### src/rtl/mux_arb_pkg.sv
// Shared definitions for the N-to-1 arbitrated multiplexer: selection modes
// and the circular first-set search used by the priority and round-robin arbiters.
package mux_arb_pkg;

  localparam int MODE_FIXED = 0;
  localparam int MODE_RR    = 1;
  localparam int MODE_SEL   = 2;

  // Widest request vector the search helper handles; NCH must not exceed it.
  localparam int MAX_NCH = 32;

  typedef struct packed {
    logic       found;
    logic [4:0] idx;
  } pick_t;

  // First set bit of vec[n-1:0] at or after start, wrapping n-1 -> 0.
  // Walking offsets from high to low lets the smallest offset win last.
  function automatic pick_t first_set_from(input logic [MAX_NCH-1:0] vec,
                                           input logic [5:0]         start,
                                           input logic [5:0]         n);
    pick_t      r;
    logic [6:0] idx;
    r = '0;
    for (int k = MAX_NCH - 1; k >= 0; k--) begin
      idx = {1'b0, start} + 7'(k);
      if (idx >= {1'b0, n}) idx = idx - {1'b0, n};
      if ((7'(k) < {1'b0, n}) && vec[idx[4:0]]) begin
        r.found = 1'b1;
        r.idx   = idx[4:0];
      end
    end
    return r;
  endfunction

endpackage

### src/rtl/mux_arb_nto1_rr_grant.sv
// Circular-priority grant: one-hot grant to the first request at or after ptr.
// With ptr tied to zero this is a plain lowest-index-wins priority arbiter.
module rr_grant
  import mux_arb_pkg::*;
#(
  parameter int NCH  = 4,
  parameter int SELW = $clog2(NCH)
) (
  input  logic [NCH-1:0]  req,
  input  logic [SELW-1:0] ptr,
  output logic [NCH-1:0]  grant,
  output logic [SELW-1:0] grant_idx,
  output logic            grant_any
);

  logic [MAX_NCH-1:0] req_pad;
  pick_t              pick;

  always_comb begin
    req_pad            = '0;
    req_pad[NCH-1:0]   = req;
    pick               = first_set_from(req_pad, 6'(ptr), 6'(NCH));
    grant_any          = pick.found;
    grant_idx          = SELW'(pick.idx);
    grant              = pick.found ? (NCH'(1) << pick.idx) : '0;
  end

endmodule

### src/rtl/mux_arb_nto1.sv
// N-to-1 multiplexer with valid/ready on every channel and a one-word registered
// output stage; channel choice is fixed priority, round-robin or external select.
module mux_arb_nto1
  import mux_arb_pkg::*;
#(
  parameter int WIDTH = 4,
  parameter int NCH   = 4,
  parameter int MODE  = 1,
  parameter int SELW  = $clog2(NCH)
) (
  input  logic                 clk,
  input  logic                 reset,
  input  logic                 enable,
  input  logic [SELW-1:0]      sel,
  input  logic [NCH*WIDTH-1:0] in_data,
  input  logic [NCH-1:0]       in_valid,
  output logic [NCH-1:0]       in_ready,
  output logic [WIDTH-1:0]     out_data,
  output logic [SELW-1:0]      out_ch,
  output logic                 out_valid,
  input  logic                 out_ready
);

  logic             load;
  logic             transfer;
  logic             arb_any;
  logic             sel_hit;
  logic [NCH-1:0]   arb_grant;
  logic [NCH-1:0]   grant;
  logic [SELW-1:0]  arb_idx;
  logic [SELW-1:0]  grant_idx;
  logic [SELW-1:0]  ptr;
  logic [SELW-1:0]  arb_ptr;
  logic [SELW-1:0]  ptr_next;
  logic [WIDTH-1:0] chan [NCH];

  for (genvar i = 0; i < NCH; i++) begin : g_chan
    assign chan[i] = in_data[i*WIDTH +: WIDTH];
  end

  // Fixed priority reuses the circular arbiter with its start point pinned at 0.
  assign arb_ptr = (MODE == MODE_RR) ? ptr : '0;

  rr_grant #(
    .NCH  (NCH),
    .SELW (SELW)
  ) u_arb (
    .req       (in_valid),
    .ptr       (arb_ptr),
    .grant     (arb_grant),
    .grant_idx (arb_idx),
    .grant_any (arb_any)
  );

  assign sel_hit = ({1'b0, sel} < (SELW+1)'(NCH)) && in_valid[sel];

  always_comb begin
    if (MODE == MODE_SEL) begin
      grant     = sel_hit ? (NCH'(1) << sel) : '0;
      grant_idx = sel;
    end else begin
      grant     = arb_grant;
      grant_idx = arb_idx;
    end
  end

  // The store can take a word when it is empty or is being emptied this cycle.
  assign load     = enable & (~out_valid | out_ready);
  assign transfer = load & ((MODE == MODE_SEL) ? sel_hit : arb_any);
  assign in_ready = (load && !reset) ? grant : '0;
  assign ptr_next = (grant_idx == SELW'(NCH - 1)) ? '0 : grant_idx + 1'b1;

  always_ff @(posedge clk) begin
    if (reset) begin
      out_valid <= 1'b0;
      out_data  <= '0;
      out_ch    <= '0;
      ptr       <= '0;
    end else if (transfer) begin
      out_valid <= 1'b1;
      out_data  <= chan[grant_idx];
      out_ch    <= grant_idx;
      ptr       <= ptr_next;
    end else if (out_ready) begin
      out_valid <= 1'b0;
    end
  end

endmodule
### config.mk
export PLATFORM = sky130hd
export DESIGN_NAME = mux_arb_nto1
export DESIGN_NICKNAME = d
export VERILOG_FILES = /design/src/rtl/mux_arb_pkg.sv /design/src/rtl/mux_arb_nto1_rr_grant.sv /design/src/rtl/mux_arb_nto1.sv
export SDC_FILE = /design/constraint.sdc
export NUM_CORES = 1
export LEC_CHECK = 0
export CAP_MARGIN = 15
export CORE_MARGIN = 2
export CORE_UTILIZATION = 42
export CTS_CLUSTER_DIAMETER = 40
export DETAILED_ROUTE_END_ITERATION = 10
export GPL_TIMING_DRIVEN = 0
export HOLD_SLACK_MARGIN = 0.03
export PLACE_DENSITY = 0.79
export SLEW_MARGIN = 25
export SYNTH_ARGS = -nofsm -noshare
export SYNTH_HDL_FRONTEND = slang
export SYNTH_HIERARCHICAL = 1
export SYNTH_SLANG_ARGS = --single-unit
### constraint.sdc
create_clock -name clk -period 3.8 [get_ports clk]
set_input_delay 0.57 -clock clk [delete_from_list [all_inputs] [get_ports clk]]
set_output_delay 0.57 -clock clk [all_outputs]
set_load 0.01 [all_outputs]
# Word-level counts from Yosys, hierarchy flattened
# Index checks and enable logic that the tools add are counted.
[word_totals] out_inout_bits=11 regBits=9 word_cells=55 inputBits=26
[op_classes] order_cmp=9 shifts=1 n_bitwise=5 n_mux=24 add_sub_neg=8 reduce_logical=3 eq_ne=1
[op_table] operator="< comparator 5 x 6 -> 1 bit (second input constant)" count=4
[op_table] operator="2-to-1 mux 6 bit" count=4
[op_table] operator=">= comparator 7 x 3 -> 1 bit (second input constant)" count=3
[op_table] operator="binary-select mux 1 bit (select 5 bit)" count=4
[op_table] operator="2-to-1 mux 5 bit" count=4
[op_table] operator="2-to-1 mux 4 bit" count=4
[op_table] operator="subtractor 5 x 3 -> 5 bit (second input constant)" count=3
[op_table] operator="binary-select mux 4 bit (select 2 bit)" count=1
[op_table] operator="adder 2 x 2 -> 3 bit (second input constant)" count=2
[op_table] operator="2-to-1 mux 1 bit" count=6
[op_table] operator="left shift 1 x 5 -> 4 bit (first input constant)" count=1
[op_table] operator="subtractor 2 x 3 -> 4 bit (second input constant)" count=1
[op_table] operator="adder 2 x 1 -> 3 bit (second input constant)" count=1
[op_table] operator=">= comparator 2 x 3 -> 1 bit (second input constant)" count=1
[op_table] operator=">= comparator 3 bit (second input constant)" count=1
[op_table] operator="inverter 2 -> 3 bit" count=1
[op_table] operator="adder 2 x 1 -> 2 bit (second input constant)" count=1
[op_table] operator="bitwise AND 1 bit" count=2
[op_table] operator="equality test 2 bit (second input constant)" count=1
[op_table] operator="2-to-1 mux 2 bit" count=1
[op_table] operator="nonzero test 2 bit" count=1
[op_table] operator="logical AND 1 bit" count=1
[op_table] operator="zero test 1 bit" count=1
[op_table] operator="inverter 1 bit" count=1
[op_table] operator="bitwise OR 1 bit" count=1

# Longest topological paths before layout
# Gate-level depths: netlist of run 1.
[depth] depth_word=13 mapped_depth=12 depth_no_buf=11

# Hierarchy
# The synthesis of run 1 kept the hierarchy.
[modules_own_cells] mod="mux_arb_nto1" area_per_inst_um2=540.5 n_inst=1 seq_area_each_um2=180.2 cells_per_inst=56
[modules_own_cells] mod="rr_grant" area_per_inst_um2=360.3 n_inst=1 seq_area_each_um2=0.0 cells_per_inst=40

# Least setup slack after synthesis of run 1
# No wires, ideal clock.
[synth_timing] path_type="register to output" start="reg ptr[0] (netlist: arb_ptr[0])" end="out in_ready[2]" required_time_ns=3.230 path_buffers=1 t_arrival_ns=2.363 stages_incl_launch_ff=10 slack_ns=0.867 cell_sequence="dfxtp_1 > buf_6 > inv_1 > ha_1 > mux4_1 > nand2_1 > o311ai_0 > a31o_1 > and3_1 > and2_1"
[synth_via] elab_chain_len=12 word_cells_on_any_way=30 classes_between="add/sub (7); order compare (4); shift (1); mux (18)"
[synth_rtl] item="from (decl)" line="mux_arb_nto1.sv:32" rtl="logic [SELW-1:0] ptr;"
[synth_rtl] item="from (signal assigned)" line="mux_arb_nto1.sv:83" rtl="ptr <= ptr_next;"
[synth_rtl] item="adder 2 x 2 -> 3 bit" line="mux_arb_pkg.sv:26" rtl="idx = {1'b0, start} + 7'(k);"
[synth_rtl] item=">= comparator 7 x 3 -> 1 bit / subtractor 5 x 3 -> 5 bit (equally long branches)" line="mux_arb_pkg.sv:27" rtl="if (idx >= {1'b0, n}) idx = idx - {1'b0, n};"
[synth_rtl] item="2-to-1 mux 5 bit" line="mux_arb_pkg.sv:27"
[synth_rtl] item="binary-select mux 1 bit (select 5 bit)" line="mux_arb_pkg.sv:28" rtl="if ((7'(k) < {1'b0, n}) && vec[idx[4:0]]) begin"
[synth_rtl] item="2-to-1 mux 1 bit (implied by the code)" line="mux_arb_pkg.sv:28"
[synth_rtl] item="2-to-1 mux 6 bit (3 in a row)" line="mux_arb_pkg.sv:28"
[synth_rtl] item="2-to-1 mux 6 bit *" line="mux_arb_pkg.sv:28"
[synth_rtl] item="named net arb_idx[1]" line="mux_arb_nto1.sv:30" rtl="logic [SELW-1:0] arb_idx;"
[synth_rtl] item="left shift 1 x 5 -> 4 bit *" line="mux_arb_nto1_rr_grant.sv:25" rtl="grant = pick.found ? (NCH'(1) << pick.idx) : '0;"
[synth_rtl] item="2-to-1 mux 4 bit *" line="mux_arb_nto1_rr_grant.sv:25"
[synth_rtl] item="named net arb_grant[2]" line="mux_arb_nto1.sv:28" rtl="logic [NCH-1:0] arb_grant;"
[synth_rtl] item="2-to-1 mux 4 bit *" line="mux_arb_nto1.sv:70" rtl="assign in_ready = (load && !reset) ? grant : '0;"
[synth_rtl] item="to (decl)" line="mux_arb_nto1.sv:17" rtl="output logic [NCH-1:0] in_ready,"
# The timed path passes the listed nets; every way through them passes the cells marked *. The select of a mux whose other input is x is not followed.

# Final worst setup path of run 1
# Same ends and word-level chain as after synthesis.

==> results of run 1 <==
==> how the worst max path moves through the flow <==
stage / end / slack, ns / cells past startpoint
2_1_floorplan: in_ready[2] / 0.87 / 9
3_3_place_gp: in_ready[0] / 0.20 / 10
3_5_place_dp: in_ready[2] / 0.09 / 8
4_1_cts: in_ready[0] / 0.002 / 11
5_1_grt: in_ready[2] / 0.01 / 10
6_report: in_ready[2] / 0.15 / 10
==> metrics by stage <==
step,std cells,worst slack (ns),util (%),hold slack (ns)
floorplan,96,0.867,-,0.493
global placement,155,0.198,62.7,0.454
detailed placement,155,0.0903,62.7,0.469
CTS,159,0.00209,64.8,0.478
global route,163,0.0131,67.0,0.495
finish,163,0.147,67.0,0.469
==> worst max-delay path: cells and delay by family (launching register included) <==
family          cells  cell delay [ns]
compound gates      2             0.42
fa+ha+maj           1             0.29
buf+inv             3             0.74
flops               1             0.38
mux                 1             0.57
simple gates        3             0.41
==> timing repair <==
action	in CTS	in global routing
setup buffers	0	4
pin swaps	0	2
setup endpoints to repair	4	4
gates resized for setup	4	5
==> area by class of cell <==
type                            instances  area [µm²]
Fill cell                             173         661
Multi-Input combinational cell         75         666
Inverter                                5        22.5
Clock buffer                            4        26.3
Tap cell                               27        33.8
Buffer                                  7        55.1
Timing Repair Buffer                   36         353
Sequential cell                         9         185
==> where the power goes <==
part | internal [mW] | total, mW | switching, mW
clock network | 0.0405 | 0.0742 | 0.0337
logic | 0.368 | 0.669 | 0.301
registers | 0.126 | 0.156 | 0.0296
==> state kept, by name, summed over array words and instances (netlist names) <==
register,flops
out_ch,2
out_valid,1
arb_ptr,2
out_data,4
==> logic make-up (layout without fill, tap and decap cells) <==
logic type / Yosys count / in the layout / synth area share, %
AND/OR/NAND/NOR: 34 / 34 / 23.1
buffers and inverters: 12 / 52 / 7.78
adder cells (fa/ha/maj): 6 / 6 / 8.33
flip-flops: 9 / 9 / 20.0
AO/OA/AOI/OAI: 24 / 24 / 19.6
multiplexers: 11 / 11 / 21.3
==> metal layers <==
metal | vias to the layer above | global-route usage, % | wire length [µm] | share of wire [%]
met3 | 2 | 1.19 | 62 | 2.6
met5 | - | 0 | 0 | 0
li1 | 451 | - | - | -
met4 | 0 | 9.01 | 12 | 0.50
met1 | 440 | 25.3 | 1090 | 45
met2 | 27 | 33.6 | 1260 | 52
==> placed cells by master, fill, tap and decap left out, types with 3 or more instances in the layout <==
cell type,Yosys,routed
mux4_2,5,5
nand4_1,8,8
mux2i_1,3,3
and2_1,5,5
clkbuf_4,0,3
clkdlybuf4s50_1,0,31
a21oi_1,10,10
o31ai_1,8,8
nor2_1,5,5
ha_1,6,5
buf_4,2,6
dfxtp_1,9,7
==> results.tsv, run 1 <==
metric	value	unit
top cells by area, synth	dfxtp_1 20%, mux4_2 13%, ha_1 8.3%	
clk root buf	clkbuf_4	
leakage	0.521	nW
top-count cell post-synth	a21oi_1	
gr ovfl total	0	
Synth Register Bits	9	
Layout Nets	169	
RSZ-0062 raised after global routing	false	
share of layout cells above drive strength 1	23.5	%
average cell area after synthesis	9.38	µm²
EDFF count, synth	0	
CTS Buf Count	3	
Crit Path Category	reg2out	
# diodes	0	
Final Cell Area	0.00134	mm²
DIE HEIGHT	50.3	µm
Initial DRC Count	23	
Worst Max-Slew Pin Slew	0.437	ns
Slew Limit Fails	0	
distinct cell type count after synthesis	36	
Syn. warnings	6	
Sum Neg Setup Slack	0	ns
Final Setup Violations	0	
total power draw	0.899	mW
Yosys top cell area share	20.0	%
post-synthesis instance total	96	
VDD IR max	0.390	mV
DR DRC count	0	
DR WL/cell	14.8	µm
Seq/Total Area, Yosys	20.0	%
Hold Path Class	reg2reg	
Clock Pin Slew Worst Setup and Hold Paths	0.06	ns
io pins	37	
HP Start	out_ch[1]$_SDFFE_PP0P_	
ratio of final minimum period to clock period	96.1	%
Max H-tree Level	1	
Setup crit start	arb_ptr[0]$_SDFFE_PP0P_	
worst-path fanout max	9	
endpoints failing hold	0	
hold path endpoint	out_ch[1]$_SDFFE_PP0P_	
Worst setup SP type	flop	
num rows	16	
Clock Sinks	9	
Die W	50.3	µm
critical path capture point type	output port	
largest net degree at the start of global routing	11	
Syn Nets	128	
Syn Std Cell Area	901	µm²
critical path, cell by cell	buf_8, clkinvlp_4, ha_4, mux4_1, nand2_2, o311ai_0, a31o_2, and3_1, and2_1, clkdlybuf4s50_1	
Die ar.	0.00253	mm²
Longest Clk Path Bufs	2	
Detailed Routing Iterations Pass 1	4	
Placement Cell Area	0.00125	mm²
Fmax	0.274	GHz
Synth async-reset ratio	0	%
worst reg2reg setup slack	0.83	ns
Starting Density	45.0	%
CP max stage cell	mux4_1	
DR vias	920	
worst hold stages	2	
Max-Cap Viols	0	
Clock Latency Late Sink	0.26	ns
Final Critical Period	3.65	ns
Arrival @ worst endpoint	3.08	ns
initial antenna violation count	0	
Area Growth Syn to Fin	48.9	%
Post-Route WL	2.42	mm
reg2reg start	arb_ptr[0]$_SDFFE_PP0P_	
Power Dens Cells	670	mW/mm²
WP data required	3.23	ns
area leader, netlist	dfxtp_1	
Main synth FF type	dfxtp_1	
DP HPWL	1.76	mm
vias in the first global route	870	
port bufs	32	
global-route wire length before repair	3.84	mm
vias per cell	5.64	
Post-synth top cells	10 x a21oi_1, 9 x dfxtp_1, 8 x nand4_1, 8 x o31ai_1, 6 x ha_1	
clock skew	0.00125	ns
Tot GR Track Use	19.7	%
Relative slew margins	70.9	%
Worst path max stage delay	0.57	ns
Core ar.	0.00200	mm²
worst reg-to-reg path cell count	12	
GPL Wtd Cong	0.815	
run status	complete, no violations	
number of routed nets with antenna violations	0	
Worst R2R End	out_data[3]$_SDFFE_PP0P_	
hold-fix buffers at CTS	0	
TritonCTS clock tree	done	
Power figures use the tool's default switching activity.
==> run 2: changes to the inputs <==
CORE_UTILIZATION = 50   (was 42)
DONT_BUFFER_PORTS = 1   (was not set)
PLACE_DENSITY = not set   (was 0.79)
SKIP_LAST_GASP = 1   (was not set)
==> run 2 against run 1 <==
Net effect: via count is 17% lower; die area is 15% lower; register-to-register slack worse by 0.21 ns; flip-flop and latch count stayed put; largest power group unchanged; clock skew is 0.0053 ns higher.
==> results.tsv, run 2 (synthesis gave the netlist of run 1 again) <==
metric	value	unit
Fmax	0.286	GHz
Final Setup Violations	0	
Biggest register	out_data	
DR WL/cell	15.2	µm
ratio of final minimum period to clock period	91.9	%
num rows	15	
# diodes	0	
clock skew	0.00651	ns
Layout Nets	133	
Clock Sinks	9	
worst-path fanout max	10	
Crit Path Category	reg2out	
Worst Max-Slew Pin Slew	0.453	ns
Clock Latency Late Sink	0.27	ns
vias per cell	6.10	
Starting Density	52.7	%
Die ar.	0.00216	mm²
Sum Neg Setup Slack	0	ns
worst hold slack	0.519	ns
Largest register FFs	4	
commonest non-fill, non-tap cells in the layout	10 x a21oi_1, 9 x dfxtp_1, 8 x nand4_1, 8 x o31ai_1, 6 x ha_1	
Core ar.	0.00171	mm²
critical path capture point type	output port	
Max H-tree Level	1	
Relative slew margins	69.8	%
Initial DRC Count	19	
run status	complete, no violations	
leakage	0.362	nW
Arrival @ worst endpoint	2.92	ns
RSZ-0062 raised after global routing	false	
Slew Limit Fails	0	
WP data required	3.23	ns
Tot GR Track Use	19.7	%
Final Critical Period	3.49	ns
VDD IR max	0.353	mV
io pins	37	
CTS Buf Count	3	
Worst path max stage delay	0.56	ns
Clock Pin Slew Worst Setup and Hold Paths	0.07	ns
DR DRC count	0	
Die W	46.4	µm
Buffers & Inverters on Critical Path	2	
endpoints failing hold	0	
Max-Cap Viols	0	
Longest Clk Path Bufs	2	
critical path, cell by cell	buf_6, inv_1, ha_1, mux4_1, nand2_1, o311ai_0, a31o_1, and3_1, and2_1	
CP max stage cell	mux4_1	
DIE HEIGHT	46.4	µm
number of routed nets with antenna violations	0	
share of layout cells above drive strength 1	22.0	%
hold-fix buffers at CTS	0	
initial antenna violation count	0	
clk root buf	clkbuf_4	
Hold Path Class	reg2reg	
# Post-CTS Setup Buffers	0	
Worst setup SP type	flop	
Post-Route WL	1.90	mm
gr ovfl total	0	
largest net degree at the start of global routing	11	
TritonCTS clock tree	done	
global-route wire length before repair	3.04	mm
Detailed Routing Iterations Pass 1	4	
Top Family by Delay on Critical Path	multiplexers	
Area Growth Syn to Fin	6.39	%
port bufs	0	
Power Dens Cells	763	mW/mm²
DR vias	762	
vias in the first global route	677	
PostCTS Resize Cnt	0	
most common cell after layout, fill and taps aside	a21oi_1	
GPL Wtd Cong	0.830	
DP HPWL	1.40	mm
run 2: cell count changes in the layout (fill, tap and decap cells not counted), sizes merged:
cell           delta
buf               -4
clkdlybuf4s50    -31
clkinvlp          -1
dlymetal6s2s      -1
inv               +1
run 2: final timing paths:
path | startpoint | end | slack, ns | depth (start not counted)
max | arb_ptr[0]$_SDFFE_PP0P_ | in_ready[2] | 0.31 | 9
min | out_data[3]$_SDFFE_PP0P_ | out_data[3]$_SDFFE_PP0P_ | 0.52 | 2
min reg2reg | out_data[3]$_SDFFE_PP0P_ | out_data[3]$_SDFFE_PP0P_ | 0.52 | 2
max reg2reg | arb_ptr[0]$_SDFFE_PP0P_ | out_data[1]$_SDFFE_PP0P_ | 0.62 | 12
run 2: layout make-up:
type,instances,area [µm²]
plain buffers,7,51.3
clock buffers,4,26.3
fillers,161,749
inverters,5,18.8
multi-input cells,75,651
flip-flops and latches,9,180
well taps,25,31.3
run 2: power by group:
part           switching, mW  total, mW  leakage, nW  internal, mW
Clock                 0.0366     0.0771       0.0150        0.0406
Combinational          0.240      0.491        0.273         0.251
Sequential            0.0399      0.163       0.0740         0.123
run 2: metal layers:
metal	track usage, %	vias to the layer above	part of all wire [%]
met1	32.0	351	53
met5	0	-	0
li1	-	380	-
met2	25.3	31	42
met3	3.14	0	5.0
met4	6.86	0	0
run 2: worst register-to-register path: stages (launching register included):
cell      delay, ns
dfxtp_1        0.43
buf_6          0.19
inv_1          0.11
ha_1           0.37
mux4_1         0.56
nand2_1        0.13
nor3b_1        0.10
o311ai_4       0.30
inv_2          0.10
buf_6          0.15
mux4_2         0.41
nand4_1        0.12
a21oi_1        0.08
run 2: per-stage QoR:
stage / area (µm²) / worst slack (ns) / instances / util [%] / power (mW)
detailed placement: 932 / 0.604 / 121 / 54.6 / 0.653
CTS: 958 / 0.314 / 125 / 56.1 / 0.732
global route: 958 / 0.0971 / 125 / 56.1 / 0.802
global placement: 932 / 0.623 / 121 / 54.6 / 0.650
finish: 958 / 0.307 / 125 / 56.1 / 0.731
floorplan: 901 / 0.867 / 96 / - / 0.582
